$ cat config.mk
export PLATFORM = sky130hd
export DESIGN_NAME = alu_seq_arb_flat
export DESIGN_NICKNAME = d
export VERILOG_FILES = /design/src/rtl/alu_seq_arb_if.sv /design/src/rtl/alu_seq_arb.sv /design/src/flat_wrapper.sv
export SDC_FILE = /design/constraint.sdc
export NUM_CORES = 1
export LEC_CHECK = 0
export CAP_MARGIN = 10
export CELL_PAD_IN_SITES_DETAIL_PLACEMENT = 1
export CELL_PAD_IN_SITES_GLOBAL_PLACEMENT = 1
export CORE_ASPECT_RATIO = 2
export CORE_MARGIN = 3
export CORE_UTILIZATION = 45
export DETAILED_ROUTE_END_ITERATION = 10
export DONT_BUFFER_PORTS = 1
export PLACE_DENSITY = 0.87
export REMOVE_ABC_BUFFERS = 1
export SKIP_CTS_REPAIR_TIMING = 1
export SYNTH_ARGS = -nofsm -noshare
export SYNTH_HDL_FRONTEND = slang
export SYNTH_SLANG_ARGS = --single-unit
$ cat constraint.sdc
create_clock -name clk -period 1.65 [get_ports clk]
set_input_delay 0.2475 -clock clk [delete_from_list [all_inputs] [get_ports clk]]
set_output_delay 0.2475 -clock clk [all_outputs]
set_load 0.05 [all_outputs]
$ cat src/rtl/alu_seq_arb_if.sv
// Bundles the two requester ports, the shared-ALU drive/return and the response port.
// No logic of its own, so it adds no latency.
// Backpressure travels on the req*_ready and resp_ready wires.
//
// Ports (slave = arbiter side, master = requesters, ALU and response consumer):
//   req0_* / req1_* : valid/ready op requests (op code, operands a/b)
//   alu_ctrl/alu_a/alu_b out to the ALU, alu_result back (ALU updates it on negedge)
//   resp_*          : valid/ready response (id, result, overflow, error)
interface alu_seq_arb_if #(
    parameter int WIDTH = 16
);
    logic             req0_valid;
    logic             req0_ready;
    logic [3:0]       req0_op;
    logic [WIDTH-1:0] req0_a;
    logic [WIDTH-1:0] req0_b;

    logic             req1_valid;
    logic             req1_ready;
    logic [3:0]       req1_op;
    logic [WIDTH-1:0] req1_a;
    logic [WIDTH-1:0] req1_b;

    logic [3:0]       alu_ctrl;
    logic [WIDTH-1:0] alu_a;
    logic [WIDTH-1:0] alu_b;
    logic [WIDTH-1:0] alu_result;

    logic             resp_valid;
    logic             resp_ready;
    logic             resp_id;
    logic [WIDTH-1:0] resp_result;
    logic             resp_overflow;
    logic             resp_error;

    modport slave (
        input  req0_valid, req0_op, req0_a, req0_b,
        output req0_ready,
        input  req1_valid, req1_op, req1_a, req1_b,
        output req1_ready,
        output alu_ctrl, alu_a, alu_b,
        input  alu_result,
        output resp_valid, resp_id, resp_result, resp_overflow, resp_error,
        input  resp_ready
    );

    modport master (
        output req0_valid, req0_op, req0_a, req0_b,
        input  req0_ready,
        output req1_valid, req1_op, req1_a, req1_b,
        input  req1_ready,
        input  alu_ctrl, alu_a, alu_b,
        output alu_result,
        input  resp_valid, resp_id, resp_result, resp_overflow, resp_error,
        output resp_ready
    );
endinterface

$ cat src/rtl/alu_seq_arb.sv
// Round-robin sharing of one negedge-evaluating ALU between two requesters.
// Accept edge E0 -> resp_valid after E1; at least 3 cycles per op.
// Backpressure: resp_ready low holds resp_* and keeps both req*_ready low.
//
// Ports: clk, rst_n (async active-low), bus (alu_seq_arb_if.slave) carrying the
// two request ports, the ALU drive/return and the response port.
// Optional macro ALU_SEQ_ERRCHK_EN: invalid opcodes are answered directly with
// resp_error=1 and never reach the ALU; without it resp_error stays 0.
module alu_seq_arb #(
    parameter int          WIDTH      = 16,
    parameter int unsigned START_PRIO = 0
) (
    input  logic          clk,
    input  logic          rst_n,
    alu_seq_arb_if.slave  bus
);
    localparam logic [3:0] OP_AND = 4'b0000;
    localparam logic [3:0] OP_OR  = 4'b0001;
    localparam logic [3:0] OP_ADD = 4'b0010;
    localparam logic [3:0] OP_SUB = 4'b0110;
    localparam logic [3:0] OP_SLT = 4'b0111;
    localparam logic [3:0] OP_NOR = 4'b1100;

    localparam logic PRIO_RST = (START_PRIO != 0);

`ifdef ALU_SEQ_ERRCHK_EN
    localparam bit ERRCHK = 1'b1;
`else
    localparam bit ERRCHK = 1'b0;
`endif

    typedef enum logic [1:0] {
        IDLE  = 2'd0,
        ISSUE = 2'd1,
        RESP  = 2'd2
    } state_t;

    function automatic logic op_is_valid(input logic [3:0] op);
        case (op)
            OP_AND, OP_OR, OP_ADD, OP_SUB, OP_SLT, OP_NOR: op_is_valid = 1'b1;
            default:                                      op_is_valid = 1'b0;
        endcase
    endfunction

    state_t           state_q, state_d;
    logic             ptr_q, ptr_d;
    logic             id_q, id_d;
    logic [3:0]       alu_ctrl_q, alu_ctrl_d;
    logic [WIDTH-1:0] alu_a_q, alu_a_d;
    logic [WIDTH-1:0] alu_b_q, alu_b_d;
    logic             resp_valid_q, resp_valid_d;
    logic [WIDTH-1:0] resp_result_q, resp_result_d;
    logic             resp_overflow_q, resp_overflow_d;
    logic             resp_error_q, resp_error_d;

    logic             gnt0, gnt1;
    logic             acc0, acc1;
    logic [3:0]       sel_op;
    logic [WIDTH-1:0] sel_a, sel_b;
    logic             issue_ok;
    logic             ovf_calc;

    // Grant is combinational: a lone valid wins, a tie goes to the pointer.
    always_comb begin
        gnt0   = bus.req0_valid && (!bus.req1_valid || (ptr_q == 1'b0));
        gnt1   = bus.req1_valid && (!bus.req0_valid || (ptr_q == 1'b1));
        acc0   = (state_q == IDLE) && gnt0;
        acc1   = (state_q == IDLE) && gnt1;
        sel_op = acc1 ? bus.req1_op : bus.req0_op;
        sel_a  = acc1 ? bus.req1_a  : bus.req0_a;
        sel_b  = acc1 ? bus.req1_b  : bus.req0_b;
        // Without error checking every opcode goes to the ALU unchanged.
        issue_ok = !ERRCHK || op_is_valid(sel_op);
    end

    // Signed overflow from the registered operands and the negedge ALU result.
    always_comb begin
        ovf_calc = 1'b0;
        case (alu_ctrl_q)
            OP_ADD: ovf_calc = (alu_a_q[WIDTH-1] == alu_b_q[WIDTH-1]) &&
                               (bus.alu_result[WIDTH-1] != alu_a_q[WIDTH-1]);
            OP_SUB: ovf_calc = (alu_a_q[WIDTH-1] != alu_b_q[WIDTH-1]) &&
                               (bus.alu_result[WIDTH-1] != alu_a_q[WIDTH-1]);
            default: ovf_calc = 1'b0;
        endcase
    end

    always_comb begin
        state_d         = state_q;
        ptr_d           = ptr_q;
        id_d            = id_q;
        alu_ctrl_d      = alu_ctrl_q;
        alu_a_d         = alu_a_q;
        alu_b_d         = alu_b_q;
        resp_valid_d    = resp_valid_q;
        resp_result_d   = resp_result_q;
        resp_overflow_d = resp_overflow_q;
        resp_error_d    = resp_error_q;

        case (state_q)
            IDLE: begin
                if (acc0 || acc1) begin
                    id_d  = acc1;
                    // Pointer moves to the requester that did not win.
                    ptr_d = acc0;
                    if (issue_ok) begin
                        alu_ctrl_d = sel_op;
                        alu_a_d    = sel_a;
                        alu_b_d    = sel_b;
                        state_d    = ISSUE;
                    end else begin
                        // Rejected op: ALU inputs untouched, answer straight away.
                        resp_valid_d    = 1'b1;
                        resp_result_d   = '0;
                        resp_overflow_d = 1'b0;
                        resp_error_d    = 1'b1;
                        state_d         = RESP;
                    end
                end
            end
            ISSUE: begin
                resp_valid_d    = 1'b1;
                resp_result_d   = bus.alu_result;
                resp_overflow_d = ovf_calc;
                resp_error_d    = 1'b0;
                state_d         = RESP;
            end
            RESP: begin
                if (bus.resp_ready) begin
                    resp_valid_d = 1'b0;
                    state_d      = IDLE;
                end
            end
            default: begin
                resp_valid_d = 1'b0;
                state_d      = IDLE;
            end
        endcase
    end

    always_ff @(posedge clk or negedge rst_n) begin
        if (!rst_n) begin
            state_q         <= IDLE;
            ptr_q           <= PRIO_RST;
            id_q            <= 1'b0;
            alu_ctrl_q      <= 4'b0000;
            alu_a_q         <= '0;
            alu_b_q         <= '0;
            resp_valid_q    <= 1'b0;
            resp_result_q   <= '0;
            resp_overflow_q <= 1'b0;
            resp_error_q    <= 1'b0;
        end else begin
            state_q         <= state_d;
            ptr_q           <= ptr_d;
            id_q            <= id_d;
            alu_ctrl_q      <= alu_ctrl_d;
            alu_a_q         <= alu_a_d;
            alu_b_q         <= alu_b_d;
            resp_valid_q    <= resp_valid_d;
            resp_result_q   <= resp_result_d;
            resp_overflow_q <= resp_overflow_d;
            resp_error_q    <= resp_error_d;
        end
    end

    assign bus.req0_ready    = acc0;
    assign bus.req1_ready    = acc1;
    assign bus.alu_ctrl      = alu_ctrl_q;
    assign bus.alu_a         = alu_a_q;
    assign bus.alu_b         = alu_b_q;
    assign bus.resp_valid    = resp_valid_q;
    assign bus.resp_id       = id_q;
    assign bus.resp_result   = resp_result_q;
    assign bus.resp_overflow = resp_overflow_q;
    assign bus.resp_error    = resp_error_q;
endmodule

$ cat src/flat_wrapper.sv
// flat-port wrapper written by rule: the top's interface ports become plain ports
module alu_seq_arb_flat 
#(
    parameter int          WIDTH      = 16,
    parameter int unsigned START_PRIO = 0
)
  (clk, rst_n, bus_req0_valid, bus_req0_op, bus_req0_a, bus_req0_b, bus_req0_ready, bus_req1_valid, bus_req1_op, bus_req1_a, bus_req1_b, bus_req1_ready, bus_alu_ctrl, bus_alu_a, bus_alu_b, bus_alu_result, bus_resp_valid, bus_resp_id, bus_resp_result, bus_resp_overflow, bus_resp_error, bus_resp_ready);
  alu_seq_arb_if #(.WIDTH(WIDTH)) bus_i ();
  input  logic clk;
  input  logic rst_n;
  input wire logic [$bits(bus_i.req0_valid)-1:0] bus_req0_valid;
  input wire logic [$bits(bus_i.req0_op)-1:0] bus_req0_op;
  input wire logic [$bits(bus_i.req0_a)-1:0] bus_req0_a;
  input wire logic [$bits(bus_i.req0_b)-1:0] bus_req0_b;
  output wire logic [$bits(bus_i.req0_ready)-1:0] bus_req0_ready;
  input wire logic [$bits(bus_i.req1_valid)-1:0] bus_req1_valid;
  input wire logic [$bits(bus_i.req1_op)-1:0] bus_req1_op;
  input wire logic [$bits(bus_i.req1_a)-1:0] bus_req1_a;
  input wire logic [$bits(bus_i.req1_b)-1:0] bus_req1_b;
  output wire logic [$bits(bus_i.req1_ready)-1:0] bus_req1_ready;
  output wire logic [$bits(bus_i.alu_ctrl)-1:0] bus_alu_ctrl;
  output wire logic [$bits(bus_i.alu_a)-1:0] bus_alu_a;
  output wire logic [$bits(bus_i.alu_b)-1:0] bus_alu_b;
  input wire logic [$bits(bus_i.alu_result)-1:0] bus_alu_result;
  output wire logic [$bits(bus_i.resp_valid)-1:0] bus_resp_valid;
  output wire logic [$bits(bus_i.resp_id)-1:0] bus_resp_id;
  output wire logic [$bits(bus_i.resp_result)-1:0] bus_resp_result;
  output wire logic [$bits(bus_i.resp_overflow)-1:0] bus_resp_overflow;
  output wire logic [$bits(bus_i.resp_error)-1:0] bus_resp_error;
  input wire logic [$bits(bus_i.resp_ready)-1:0] bus_resp_ready;
  assign bus_i.req0_valid = bus_req0_valid;
  assign bus_i.req0_op = bus_req0_op;
  assign bus_i.req0_a = bus_req0_a;
  assign bus_i.req0_b = bus_req0_b;
  assign bus_req0_ready = bus_i.req0_ready;
  assign bus_i.req1_valid = bus_req1_valid;
  assign bus_i.req1_op = bus_req1_op;
  assign bus_i.req1_a = bus_req1_a;
  assign bus_i.req1_b = bus_req1_b;
  assign bus_req1_ready = bus_i.req1_ready;
  assign bus_alu_ctrl = bus_i.alu_ctrl;
  assign bus_alu_a = bus_i.alu_a;
  assign bus_alu_b = bus_i.alu_b;
  assign bus_i.alu_result = bus_alu_result;
  assign bus_resp_valid = bus_i.resp_valid;
  assign bus_resp_id = bus_i.resp_id;
  assign bus_resp_result = bus_i.resp_result;
  assign bus_resp_overflow = bus_i.resp_overflow;
  assign bus_resp_error = bus_i.resp_error;
  assign bus_i.resp_ready = bus_resp_ready;
  alu_seq_arb #(.WIDTH(WIDTH), .START_PRIO(START_PRIO)) u_core (.clk(clk), .rst_n(rst_n), .bus(bus_i));
endmodule
==> results.ini, run 1 <==
[layout]
nets=342
fin_area_mm2=0.003461
final-seq-area_mm2=0.001454
synthToLayoutAreaGrowth_pct=18.31
multi_input_area_mm2=0.001301
fill_cells=647
layout-drive-gt1-share=0.2648
instances_no_fill=342

[yosys]
synth.distinct_cells=30
postSynthAreaPerCell_um2=12.34
synth-warning-count=0
synth_edf_count=0
synth_top_area_cell=dfrtp_1
yosys.area.top_type_share=0.4962
ys_async_sr_fraction=1.000
seq_area_frac_synth=0.4962
netlist_area_mm2=0.002925
yosys-top-cells-area=dfrtp_1 50%, a221o_1 12%, and4_1 11%, nor3b_1 9.2%, mux2_2 6.2%
synth-main-ff-cell=dfrtp_1
synthCells=237
ys_ff_latch=58

[power]
vdd_drop_max_uv=1407
power_density_mw_per_mm2=2851
p_leak_nw=1.436
finalPower_mw=9.867

[setup_path]
r2r.worst_path.cells=6
r2r_start=u_core.state_q[1]
cp-start-kind=flip-flop
worst_ep_arrival_time_ns=1.40
critical_path.endpoint_type=output pin
critPathMaxFanout=6
r2r_setup_slack_ns=0.04
critPathRequiredTime_ns=1.40
crit_type=reg2out
rr_endpoint=u_core.bus.alu_a[7]

[floorplanning]
die_y_um=120.0
io_pins=151
num_rows=41
dieArea_mm2=0.007562
die_w_um=63.01
coreArea_mm2=0.006310
start_util=0.4636

[timing]
slew_headroom=0.6387
hold_violations=0
drv_slew=0
period_needed_ns=1.646
worstMarginPinSlew_ns=0.5419
finClkSkew_ns=0.007885
clock.fmax_mhz=607.6
period_share=0.9975
setup_viol=0
rsz0062_at_grt=true

[route]
vias_per_cell=6.444
firstDrtPassIters=5
post-route-drc-count=0
first_iter_violations=97
postRouteAntennaNets=0
drt_wl_total_mm=8.532
vias=2204
avgRoutedWirePerCell_um=24.95

[clock_network]
cts_tree=built
htree_levels=3
clk_latency_ns=0.33
numCtsBuffers=9
clock_path_buffers=2
path_clk_slew_ns=0.05
root_buffer=clkbuf_16
cts.sinks=58

[placed_design]
placedCellCount=317
io_buffer_count=0
place_area_mm2=0.003053
hpwl_mm=6.132
gp_congestion=0.7561

[worst_hold_path]
hold_depth=1
holdPathEnd=u_core.bus.resp_result[5]
min_path_type=in2reg
min_from=bus_alu_result[5]

[global_routing]
grt_max_degree=59
antenna_found_initial=4
grt_pass1_wl_mm=12.88
grt_usage=0.2253
grt_pass1_vias=2364
overflow=0

[outcome]
status=complete, no violations

[job]
cap_violations=0

==> how the worst max path moves through the flow <==
stage | from | end | slack (ns) | cells after the start
floorplan | u_core.ptr_q | bus_req1_ready | -0.49 | 3
global placement | u_core.state_q[0] | u_core.bus.alu_b[10] | 0.18 | 5
detailed placement | u_core.state_q[0] | u_core.bus.alu_b[12] | 0.12 | 5
CTS | u_core.state_q[0] | bus_req0_ready | -0.1 | 4
global route | u_core.state_q[1] | bus_req0_ready | -0.04 | 4
finish | u_core.state_q[1] | bus_req0_ready | 0.004 | 4
==> critical path, cell delays in order, from the launching register on <==
cell and delay (ns):
dfrtp_2 0.44, nor2_4 0.17, buf_6 0.14, and3_4 0.18
buf_12 0.14
==> per-stage QoR <==
stage	utilization	TNS (ns)	setup slack [ns]	hold slack (ns)
CTS	0.5292	-0.1353	-0.09552	-0.3952
global route	0.5485	-0.1170	-0.04312	0.06019
detailed placement	0.4838	0	0.1228	-0.04672
floorplan	-	-15.58	-0.4918	-0.04809
finish	0.5485	0	0.004192	0.06679
global placement	0.4838	0	0.1836	-0.04684
==> cells by family (layout without fill, tap and decap cells) <==
family                    after synthesis  after routing  synth area share
and+or+nand+nor                        84             84            0.2275
other                                   1              4          0.001282
DFF                                    58             58            0.4961
buffers and inverters                  33             49           0.06672
AOI/OAI and AO/OA                      43             43            0.1403
xor gates and xnor gates                1              1          0.002995
muxes                                  17             17           0.06501
==> state kept, by name, summed over array words and instances, names as in the netlist <==
register                  count
u_core.bus.alu_a             16
u_core.bus.alu_b             16
u_core.bus.resp_result       16
u_core.bus.alu_ctrl           4
u_core.state_q                2
u_core.bus.resp_id            1
u_core.bus.resp_overflow      1
u_core.bus.resp_valid         1
u_core.ptr_q                  1
==> power breakdown <==
group | internal (mW) | switching, mW | leakage [nW] | total, mW
logic | 1.50 | 1.55 | 0.606 | 3.05
clock network | 1.19 | 0.605 | 0.142 | 1.80
registers | 2.13 | 2.89 | 0.687 | 5.02
==> cell usage after synthesis (2+ instances only) <==
cell,count
buf_4,4
mux2_2,16
nor2b_1,3
dfrtp_1,58
nor3b_1,36
a221o_1,36
and4_1,36
inv_1,4
clkbuf_1,10
buf_6,6
buf_2,8
a21o_1,2
==> layout by cell type (no fill, tap or decap), drive strengths merged, types with 2 or more instances in the layout <==
cell    synthesis  layout
dfrtp          58      58
nor3b          36      36
and4           36      36
a221o          36      36
buf            18      29
mux2           16      16
clkbuf         11      12
inv             4       4
diode           0       3
nor2b           3       3
nor2            3       3
o21ai           3       3
a21o            2       2
clkinv          0       2
==> routing by layer <==
| metal | global-route usage | up-vias | routed length [µm] | part of all wire |
|---|---|---|---|---|
| li1 | - | 962 | - | - |
| met1 | 0.2410 | 1119 | 3074 | 0.36 |
| met2 | 0.3858 | 100 | 4626 | 0.54 |
| met3 | 0.06929 | 21 | 571 | 0.067 |
| met4 | 0.1272 | 2 | 245 | 0.029 |
| met5 | 0 | - | 13 | 0.0015 |
==> layout make-up <==
type	count	share of cell area
clock buffer	12	0.07122
multi-input combinational	146	0.3760
tap	86	0.03109
clock inverter	3	0.01157
inverter	4	0.004338
antenna	3	0.002169
timing repair buffer	30	0.08351
sequential	58	0.4201
Note: power is estimated with default switching activity, not from simulation.
==> run 2, diff against run 1 <==
- GPL_TIMING_DRIVEN: unset -> 0
- SKIP_LAST_GASP: unset -> 1
==> run 2 against run 1 <==
- critical path type is now reg2reg
- register-to-register slack got worse by 0.11 ns
- the run now ends with negative setup slack left
- highest routed layer unchanged
- count of clock-buffer cells in the layout fell by 1
- fmax fell by 4.5%
- flip-flop and latch count did not move
- non-clock buffer count fell by 1
- combinational power rose by 19%
- clock power rose by 11%
==> results.ini, run 2 (synthesis gave the netlist of run 1 again) <==
[setup_path]
critical_path.endpoint_type=flip-flop
cp-start-kind=flip-flop
r2r_start=u_core.state_q[1]
rr_endpoint=u_core.bus.alu_a[8]
cp-endpoint=u_core.bus.alu_a[8]
r2r.worst_path.cells=7  ; +1
worst_ep_arrival_time_ns=1.92  ; +0.52 ns
critical_path.startpoint=u_core.state_q[1]
r2r_setup_slack_ns=-0.07  ; -0.11 ns
critPathMaxFanout=11  ; +5
crit_type=reg2reg
critPathRequiredTime_ns=1.85  ; +0.45 ns

[clock_network]
htree_levels=3  ; unchanged
numCtsBuffers=9  ; unchanged
root_buffer=clkbuf_16
path_clk_slew_ns=0.05  ; about the same
cts.sinks=58  ; unchanged
clock_path_buffers=2  ; unchanged
cts_tree=built
clk_latency_ns=0.32  ; about the same

[timing]
period_needed_ns=1.724  ; +0.07837 ns
rsz0062_at_grt=true
slew_headroom=0.4080  ; -0.2308
clock.fmax_mhz=580.0  ; -4.5%
setup_ws_ns=-0.07418  ; -0.07837 ns
period_share=1.045  ; +0.04750
hold_violations=0  ; unchanged
drv_slew=0  ; unchanged
finClkSkew_ns=0.007301  ; -0.0005838 ns
worstMarginPinSlew_ns=0.8860  ; +0.3441 ns
setup_viol=36  ; +36
tns_ns=-1.424  ; -1.424 ns

[power]
vdd_drop_max_uv=1174  ; -17%
finalPower_mw=10.83  ; +9.7%
power_density_mw_per_mm2=2947  ; +3.4%
p_leak_nw=1.507  ; +5.0%

[route]
vias_per_cell=6.790  ; +5.4%
postRouteAntennaNets=0  ; unchanged
drt_wl_total_mm=10.12  ; +19%
first_iter_violations=136  ; +40%
vias=2329  ; +5.7%
avgRoutedWirePerCell_um=29.51  ; +18%
post-route-drc-count=0  ; unchanged
firstDrtPassIters=4  ; -1

[layout]
diodes=0  ; -3
final_core_util=0.5822  ; +0.03371
synthToLayoutAreaGrowth_pct=25.58
fill_cells=613  ; -5.3%
final_common_cell=dfrtp_1
final_cell_mix=56 x dfrtp_1, 36 x nor3b_1, 36 x and4_1, 36 x a221o_1, 16 x mux2_2
nets=345  ; +0.88%
layout-drive-gt1-share=0.2879  ; +0.02312

[worst_hold_path]
min_path_type=in2reg

[floorplanning]
die_y_um=120.0  ; unchanged
io_pins=151  ; unchanged
coreArea_mm2=0.006310  ; unchanged
start_util=0.4636  ; unchanged
die_w_um=63.01  ; unchanged
num_rows=41  ; unchanged
dieArea_mm2=0.007562  ; unchanged

[placed_design]
pre_cts_slack_ns=-1.498  ; -1.621 ns
io_buffer_count=0  ; unchanged
hpwl_mm=5.405  ; -12%
gp_congestion=0.7254  ; -4.1%

[outcome]
status=finished with violations
violations=negative setup slack

[global_routing]
antenna_found_initial=1  ; -3
overflow=0  ; unchanged
grt_pass1_wl_mm=12.68  ; -1.5%
grt_usage=0.2167  ; -0.008542
grt_max_degree=59  ; unchanged
grt_pass1_vias=2383  ; +0.80%

[job]
cap_violations=0  ; unchanged

==> run 2: metrics by stage <==
| step | instances | instance area, µm² | hold WS (ns) |
|---|---|---|---|
| 2_1_floorplan | 208 | 2745 | -0.04809 |
| 3_3_place_gp | 294 | 2853 | -0.04691 |
| 3_5_place_dp | 296 | 2923 | -0.04717 |
| 4_1_cts | 312 | 3243 | -0.3900 |
| 5_1_grt | 343 | 3674 | 0.06452 |
| 6_report | 343 | 3674 | 0.07528 |
==> run 2: per-layer routing <==
layer  up-vias  part of all wire  track usage
met4         2             0.018      0.09405
li1        980                 -            -
met2       119              0.58       0.4110
met1      1209              0.34       0.2175
met5         -            0.0013            0
met3        19             0.057      0.05150
==> run 2: final cells by class <==
class                      count  area [µm²]  area share
clock buffer                  11       242.7     0.06608
clock inverter                 5       77.57     0.02112
inverter                       4       18.77    0.005109
multi-input combinational    150        1366      0.3719
sequential                    58        1454      0.3958
tap                           86       107.6     0.02929
timing repair buffer          29       406.6      0.1107
==> run 2: worst max-delay path, cell delays in order, from the launching register on <==
cell and delay, ns:
dfrtp_2 0.45, nor2_4 0.18, buf_12 0.14, buf_6 0.09
buf_6 0.09, o21ai_4 0.11, buf_8 0.18, a221o_1 0.36
==> run 2: worst min path at each step <==
stage                                 endpoint                from  slack [ns]  depth (start not counted)
detailed placement         u_core.bus.alu_a[6]               rst_n       -0.05                          0
floorplan                  u_core.bus.alu_a[0]               rst_n       -0.05                          0
global placement           u_core.bus.alu_a[6]               rst_n       -0.05                          0
CTS                        u_core.bus.alu_a[6]               rst_n       -0.39                          0
global route        u_core.bus.resp_result[15]  bus_alu_result[15]        0.06                          1
finish               u_core.bus.resp_result[2]   bus_alu_result[2]        0.08                          1
==> run 2: power breakdown <==
group,internal (mW),leakage (nW),total (mW),switching (mW)
clock network,1.36,0.156,1.99,0.637
registers,2.12,0.687,5.22,3.10
logic,1.89,0.664,3.62,1.73
